**config.mk**
```make
export PLATFORM = sky130hd
export DESIGN_NAME = pipeline_issue_collect
export DESIGN_NICKNAME = d
export VERILOG_FILES = /design/src/rtl/pipeline_issue_collect.sv
export SDC_FILE = /design/constraint.sdc
export NUM_CORES = 1
export LEC_CHECK = 0
export CORE_MARGIN = 2
export CORE_UTILIZATION = 43
export DETAILED_ROUTE_END_ITERATION = 16
export PLACE_DENSITY = 0.67
export RECOVER_POWER = 50
export SYNTH_ARGS = -nofsm -noshare
export SYNTH_HDL_FRONTEND = slang
export SYNTH_SLANG_ARGS = --single-unit
export TNS_END_PERCENT = 10
```
**constraint.sdc**
```tcl
create_clock -name clk -period 3.65 [get_ports clk]
set_input_delay 0.365 -clock clk [delete_from_list [all_inputs] [get_ports clk]]
set_output_delay 0.365 -clock clk [all_outputs]
set_load 0.01 [all_outputs]
```
**src/rtl/pipeline_issue_collect.sv**
```systemverilog
// rtl/pipeline_issue_collect.sv - host-side issue/collect driver for a fixed-latency execute pipeline
//
// Operand pairs are buffered in an input FIFO, packed as {op_a, op_b}, and issued
// at most one per cycle. A tag shift register matched to the pipeline latency marks
// which result_in cycles carry real results; those are captured into a result FIFO.
// Issue is gated by a credit check so a captured result always has a free slot.
//
// Ports:
//   clk        rising-edge clock
//   reset      asynchronous active-low reset
//   op_valid   operand pair valid            op_ready  input FIFO can accept
//   op_a/op_b  upper/lower operand
//   instr_out  registered instruction word   issue_out instr_out is real (0 = bubble)
//   result_in  pipeline result word
//   res_valid  result FIFO not empty          res_ready consumer accepts head
//   res_data   head of the result FIFO (0 when empty)
//   busy       work queued, in flight, or waiting in the result FIFO
module pipeline_issue_collect #(
    parameter int OP_W      = 16,
    parameter int LATENCY   = 2,
    parameter int IN_DEPTH  = 4,
    parameter int RES_DEPTH = 4
) (
    input  logic              clk,
    input  logic              reset,
    input  logic              op_valid,
    output logic              op_ready,
    input  logic [OP_W-1:0]   op_a,
    input  logic [OP_W-1:0]   op_b,
    output logic [2*OP_W-1:0] instr_out,
    output logic              issue_out,
    input  logic [2*OP_W-1:0] result_in,
    output logic              res_valid,
    input  logic              res_ready,
    output logic [2*OP_W-1:0] res_data,
    output logic              busy
);

    localparam int W      = 2 * OP_W;
    localparam int IN_AW  = $clog2(IN_DEPTH);
    localparam int RES_AW = $clog2(RES_DEPTH);
    localparam int CW     = $clog2(RES_DEPTH + 1);
    localparam int SW     = CW + 1;

    localparam logic [IN_AW:0]  IN_ONE  = 1;
    localparam logic [RES_AW:0] RES_ONE = 1;
    localparam logic [CW-1:0]   CR_ONE  = 1;

    // op_ready is held low until the first edge after reset releases.
    logic ready_en;

    // Input FIFO
    logic [W-1:0]   in_mem [IN_DEPTH];
    logic [IN_AW:0] in_wptr, in_rptr;
    logic           in_empty, in_full, in_push;

    // Result FIFO
    logic [W-1:0]    res_mem [RES_DEPTH];
    logic [RES_AW:0] res_wptr, res_rptr, res_count;
    logic            res_empty, res_pop;

    // Issue / capture tracking
    logic [LATENCY-1:0] tag;
    logic [CW-1:0]      inflight;
    logic               issue, capture;

    assign in_empty = (in_wptr == in_rptr);
    assign in_full  = (in_wptr[IN_AW] != in_rptr[IN_AW]) &&
                      (in_wptr[IN_AW-1:0] == in_rptr[IN_AW-1:0]);
    assign op_ready = ready_en && !in_full;
    assign in_push  = op_valid && op_ready;

    assign res_empty = (res_wptr == res_rptr);
    assign res_count = res_wptr - res_rptr;
    assign res_valid = !res_empty;
    assign res_pop   = res_valid && res_ready;
    assign res_data  = res_valid ? res_mem[res_rptr[RES_AW-1:0]] : '0;

    // Credit check: every issued instruction reserves a result slot until it is
    // captured, so the result FIFO can never overflow even with res_ready low.
    assign issue   = !in_empty && ((SW'(res_count) + SW'(inflight)) < SW'(RES_DEPTH));
    assign capture = tag[LATENCY-1];

    assign busy = !in_empty || (inflight != '0) || !res_empty;

    always_ff @(posedge clk or negedge reset) begin
        if (!reset) begin
            ready_en <= 1'b0;
        end else begin
            ready_en <= 1'b1;
        end
    end

    // Input FIFO pointers; storage needs no reset since it is only read when non-empty.
    always_ff @(posedge clk or negedge reset) begin
        if (!reset) begin
            in_wptr <= '0;
            in_rptr <= '0;
        end else begin
            if (in_push) in_wptr <= in_wptr + IN_ONE;
            if (issue)   in_rptr <= in_rptr + IN_ONE;
        end
    end

    always_ff @(posedge clk) begin
        if (in_push) in_mem[in_wptr[IN_AW-1:0]] <= {op_a, op_b};
    end

    // Issue register: a bubble drives an all-zero word.
    always_ff @(posedge clk or negedge reset) begin
        if (!reset) begin
            instr_out <= '0;
            issue_out <= 1'b0;
        end else if (issue) begin
            instr_out <= in_mem[in_rptr[IN_AW-1:0]];
            issue_out <= 1'b1;
        end else begin
            instr_out <= '0;
            issue_out <= 1'b0;
        end
    end

    // issue_out is stage 0 of the in-flight marker; the tag register supplies the
    // remaining LATENCY stages so its MSB lines up with the matching result_in.
    always_ff @(posedge clk or negedge reset) begin
        if (!reset) begin
            tag <= '0;
        end else begin
            tag <= LATENCY'({tag, issue_out});
        end
    end

    always_ff @(posedge clk or negedge reset) begin
        if (!reset) begin
            inflight <= '0;
        end else begin
            case ({issue, capture})
                2'b10:   inflight <= inflight + CR_ONE;
                2'b01:   inflight <= inflight - CR_ONE;
                default: inflight <= inflight;
            endcase
        end
    end

    always_ff @(posedge clk or negedge reset) begin
        if (!reset) begin
            res_wptr <= '0;
            res_rptr <= '0;
        end else begin
            if (capture) res_wptr <= res_wptr + RES_ONE;
            if (res_pop) res_rptr <= res_rptr + RES_ONE;
        end
    end

    always_ff @(posedge clk) begin
        if (capture) res_mem[res_wptr[RES_AW-1:0]] <= result_in;
    end

endmodule

```
### Word-level counts from Yosys, hierarchy flattened

Memories as Yosys holds them, arrays and structs flattened.
Cells that the tools add are included.

| operators by class | value |
|---|---|
| $lt $le $gt $ge | 1 |
| mux-type cells | 8 |
| reduce and logical (&&, ||, !) cells | 12 |
| equal/unequal tests | 6 |
| add/sub/neg operators | 8 |

Operators with widths:

| kind | number |
|---|---|
| 2-to-1 mux 32 bit | 2 |
| adder 3 x 1 -> 3 bit, second input constant | 5 |
| == test 3 bit | 2 |
| case mux 3 bit (2 select lines) | 1 |
| logical AND 1 bit | 5 |
| 2-to-1 mux 1 bit | 5 |
| adder 3 x 3 -> 4 bit | 1 |
| < comparator 4 x 3 -> 1 bit, second input constant | 1 |
| logical NOT 1 bit | 3 |
| nonzero test 3 bit | 1 |
| subtractor 3 x 1 -> 3 bit, second input constant | 1 |
| subtractor 3 bit | 1 |
| == test 2 x 1 -> 1 bit, second input constant | 1 |
| == test 2 bit | 1 |
| == test 2 bit, second input constant | 1 |
| logical OR 1 bit | 2 |
| nonzero test 2 bit | 1 |
| inequality test 1 bit | 1 |

| word-level totals | value |
|---|---|
| output and inout bits | 68 |
| bits in registers | 51 |
| memories kept | 2 |
| memory bits (writable) | 256 |
| logic and storage cells | 46 |

Memory list:

| memory | words | width | read ports | clocked after memory_dff | write ports | line | RTL |
|---|---|---|---|---|---|---|---|
| in_mem | 4 | 32 | 1 | 0 | 1 | 53 | `logic [W-1:0] in_mem [IN_DEPTH];` |
| res_mem | 4 | 32 | 1 | 0 | 1 | 58 | `logic [W-1:0] res_mem [RES_DEPTH];` |

### Depth between registers and ports, before layout

| depth | value |
|---|---|
| depth in word-level cells | 7 |
| mapped depth | 15 |
| depth with buffers taken out | 14 |

### Worst setup path after synthesis

Ideal clock, no wire load.

| timing | value |
|---|---|
| path type | register -> register |
| start | register res_rptr[1] |
| end | register inflight[2] |
| arrival time | 3152 ps |
| setup time | 125 ps |
| cell stages (with the launch flop) | 16 |
| required time | 3525 ps |
| path buffers | 3 |
| slack | 373 ps |
| cell sequence | dfrtp_1 -> buf_2 -> clkbuf_1 -> inv_1 -> fa_1 -> xor2_1 -> ha_1 -> nor3_1 -> nand3b_4 -> buf_6 -> ha_1 -> inv_1 -> fa_1 -> xor2_1 -> nor2_1 -> xor2_1 |

| on the way | value |
|---|---|
| word-level cells in the longest chain between the ends | 6 |

RTL lines:

| element | line | RTL |
|---|---|---|
| start: declaration | 59 | `logic [RES_AW:0] res_wptr, res_rptr, res_count;` |
| start signal: assignment | 151 | `if (res_pop) res_rptr <= res_rptr + RES_ONE;` |
| subtractor 3 bit (*) | 74 | `assign res_count = res_wptr - res_rptr;` |
| adder 3 x 3 -> 4 bit (*) | 81 | `assign issue = !in_empty && ((SW'(res_count) + SW'(inflight)) < SW'(RES_DEPTH));` |
| < comparator 4 x 3 -> 1 bit (*) | 81 |  |
| logical AND 1 bit (*) | 81 |  |
| == test 2 x 1 -> 1 bit / == test 2 bit (equally long branches) | 137 | `case ({issue, capture})` |
| case mux 3 bit (2 select lines) / nonzero test 2 bit (equally long branches) | -- |  |
| end signal: assignment | 138 | `2'b10: inflight <= inflight + CR_ONE;` |
| end signal: assignment | 139 | `2'b01: inflight <= inflight - CR_ONE;` |
| end signal: assignment | 140 | `default: inflight <= inflight;` |
| end: declaration | 64 | `logic [CW-1:0] inflight;` |

Every way passes the cells marked *; elsewhere a longest branch is shown, timed or not.
A chain may end at the register's enable or synchronous reset.

### Worst setup path in the final report

| timing | value |
|---|---|
| start | register res_rptr[0] |
| end | output res_data[13] |

| on the way | value |
|---|---|
| word-level cells in the longest chain between the ends | 2 |

RTL lines:

| element | line | RTL |
|---|---|---|
| memory (4 x 32 bit) / == test 3 bit (equally long branches) | -- |  |
| 2-to-1 mux 32 bit (*) | 77 | `assign res_data = res_valid ? res_mem[res_rptr[RES_AW-1:0]] : '0;` |
| end: declaration | 35 | `output logic [2*OP_W-1:0] res_data,` |

Marked as above.

==> run metrics <==
Cell variety after synth 32; PD cells 832 mW/mm2; Async S/R FF share, synth 0.166; P_leak 4.96 nW; first-pass GRT wire length 33200 um; Via Count 5345; worst r2r dst inflight[2]; final WL 21200 um; number of synthesized flops with an enable pin 256; clk sinks 307; vias in the first global route 5980; RSZ-0062 raised after global routing no; # rows 59; Core Box Area 0.0262 mm2; final hold violations 0; Max Fclk 324 MHz; most frequent cells in the layout edfxtp_1 (256), dlygate4sd3_1 (91), mux4_2 (64); Synth Register Bits 307; Max Cap Viol 1; CTS clk-pin slew, worst paths 0.06 ns; reg2reg start res_wptr[0]; Post-Syn Nets 614; Die Span Y 168 um; Overflow after GRT 0; fillers 2001; drt first pass iters 4; DP Area 0.0133 mm2; Req. time, crit path 3.28 ns; startpoint types flop; footprint of the multi-input gates 0.00243 mm2; Nets 767; Starting Density 0.441; Via density 5.11; IO buf count 135; worst-skew pair later-pin latency 0.54 ns; Inst Count DP 984; critical path peak fanout 34; Synth Warn # 0; Worst Setup End Kind primary output; CTS H-Tree Depth 1; Cell Area, Synth 0.0115 mm2; Clock Path Buffers 3; Primary FF master, synth edfxtp_1; Worst R2R Setup Slack 0.58 ns; CTS tree yes; syn avg cell area 21.8 um2; GP Congestion 0.727; worst path arrival time 2.72 ns; critical path type reg -> out; Worst slew margin -0.496; Post-CTS Setup Bufs 0; cts repair resizes 0; post-route minimum period 3.08 ns; Hold Crit Class reg -> reg; number of clock buffers inserted by TritonCTS 30; die width 168 um; outcome complete, but fails checks; drt drc 0; Worst Clk Skew 0.0158 ns; fraction of layout cells with a size suffix above 1 0.178; Post-Layout Inst Area 0.0142 mm2; DR WL/cell 20.2 um; Hold Crit Start tag[0]; initial DRC count 350; max-slew violations 41; hold endpoint tag[1]; Layout Utilization 0.544; gr usage total 0.153; remaining antenna violation count 0; Root Driver clkbuf_16; Seq/Total Area, Yosys 0.776; P&R area growth vs syn 23.4%; largest net degree at the start of global routing 41; final setup vio count 0; Worst-Margin Slew 2.24 ns; total negative setup slack 0 ns; R2R depth 14; most common cell after layout, fill and taps aside edfxtp_1; I/O pin cnt 136; initial antenna violation count 4; Storage cell area 0.00897 mm2; HPWL Detailed 12300 um; Die Area 0.0282 mm2; Tot Pwr 0.0118 W; cell count after synthesis 529; worst hold stages 0; Max VDD drop 0.499 mV; failing checks capacitance limit, slew limit; Finished Layout Cells 1046; Tcrit/Tclk final 0.845
## Yosys cell counts, types with 2 or more instances
cell type  count  area [um2]
nand3_1        2        10.0
clkbuf_1       9        33.8
edfxtp_1     256        7690
nor2b_1       32         200
mux4_2        64        1440
buf_4          4        30.0
xnor2_1        7        61.3
dfrtp_1       51        1280
inv_1         10        37.5
buf_2          7        35.0
o21ai_0        2        10.0
and2_1        39         244
xor2_1         8        70.1
fa_1           2        40.0
nand2_1        4        15.0
ha_1          15         188
buf_6          2        22.5
## logic make-up after synthesis
kind of cell	share of synthesized area
AO/OA/AOI/OAI	0.00249
flip-flops	0.776
multiplexers	0.128
adder cells (fa/ha/maj)	0.0197
buffers and inverters	0.0138
AND/OR/NAND/NOR	0.0470
other	0.000325
XOR/XNOR	0.0128
## sequential cells by signal, summed over array words and instances (netlist names), 2 cells and up
register	count
in_rptr	3
inflight	3
in_mem	128
res_wptr	3
res_mem	128
in_wptr	3
res_rptr	3
instr_out	32
tag	2
## metal layers
layer	part of all wire	vias up	global-route usage
met4	0.024	0	0.0386
met3	0.058	35	0.0317
met1	0.42	2758	0.202
met5	0	-	0
met2	0.50	163	0.262
li1	-	2389	-
## cell type report
type / count / share of cell area
inverters: 10 / 0.00264
well taps: 335 / 0.0294
repair buffers: 143 / 0.0986
diodes: 5 / 0.000878
clock inverters: 17 / 0.0107
multi-input cells: 190 / 0.170
flip-flops and latches: 307 / 0.630
clock buffers: 39 / 0.0580
## report_power, final
part           internal [W]  switching [W]
clock network       0.00179        0.00123
logic               0.00211        0.00210
registers           0.00444       0.000186
total               0.00834        0.00351
## critical path, stage by stage, from the launching register on
cell and delay, ns:
dfrtp_2 0.36, buf_4 0.54, mux4_2 0.59, and2_1 0.19, clkdlybuf4s50_1 0.48
## worst max-delay path by stage
stage / slack, ns / cells after the start / start / end
finish: 0.57 / 4 / res_rptr[0] / res_data[13]
global route: 0.38 / 4 / res_rptr[0] / res_data[28]
CTS: 0.48 / 4 / res_rptr[0] / res_data[24]
detailed placement: 0.57 / 14 / res_wptr[0] / inflight[2]
global placement: 0.76 / 14 / res_wptr[0] / inflight[2]
floorplan: 0.37 / 15 / res_rptr[1] / inflight[2]
## per-stage QoR
stage | setup WS [ns] | hold WS (ns)
3_3_place_gp | 0.756 | 0.342
2_1_floorplan | 0.373 | 0.0694
5_1_grt | 0.385 | 0.382
3_5_place_dp | 0.574 | 0.343
6_report | 0.566 | 0.362
4_1_cts | 0.476 | 0.370
## timing repair
action | in CTS | in global routing
setup endpoints to repair | 0 | 0
endpoints found under the hold margin | 18 | 0
hold buffers | 1 | 0
Note: power is estimated with default switching activity, not from simulation.
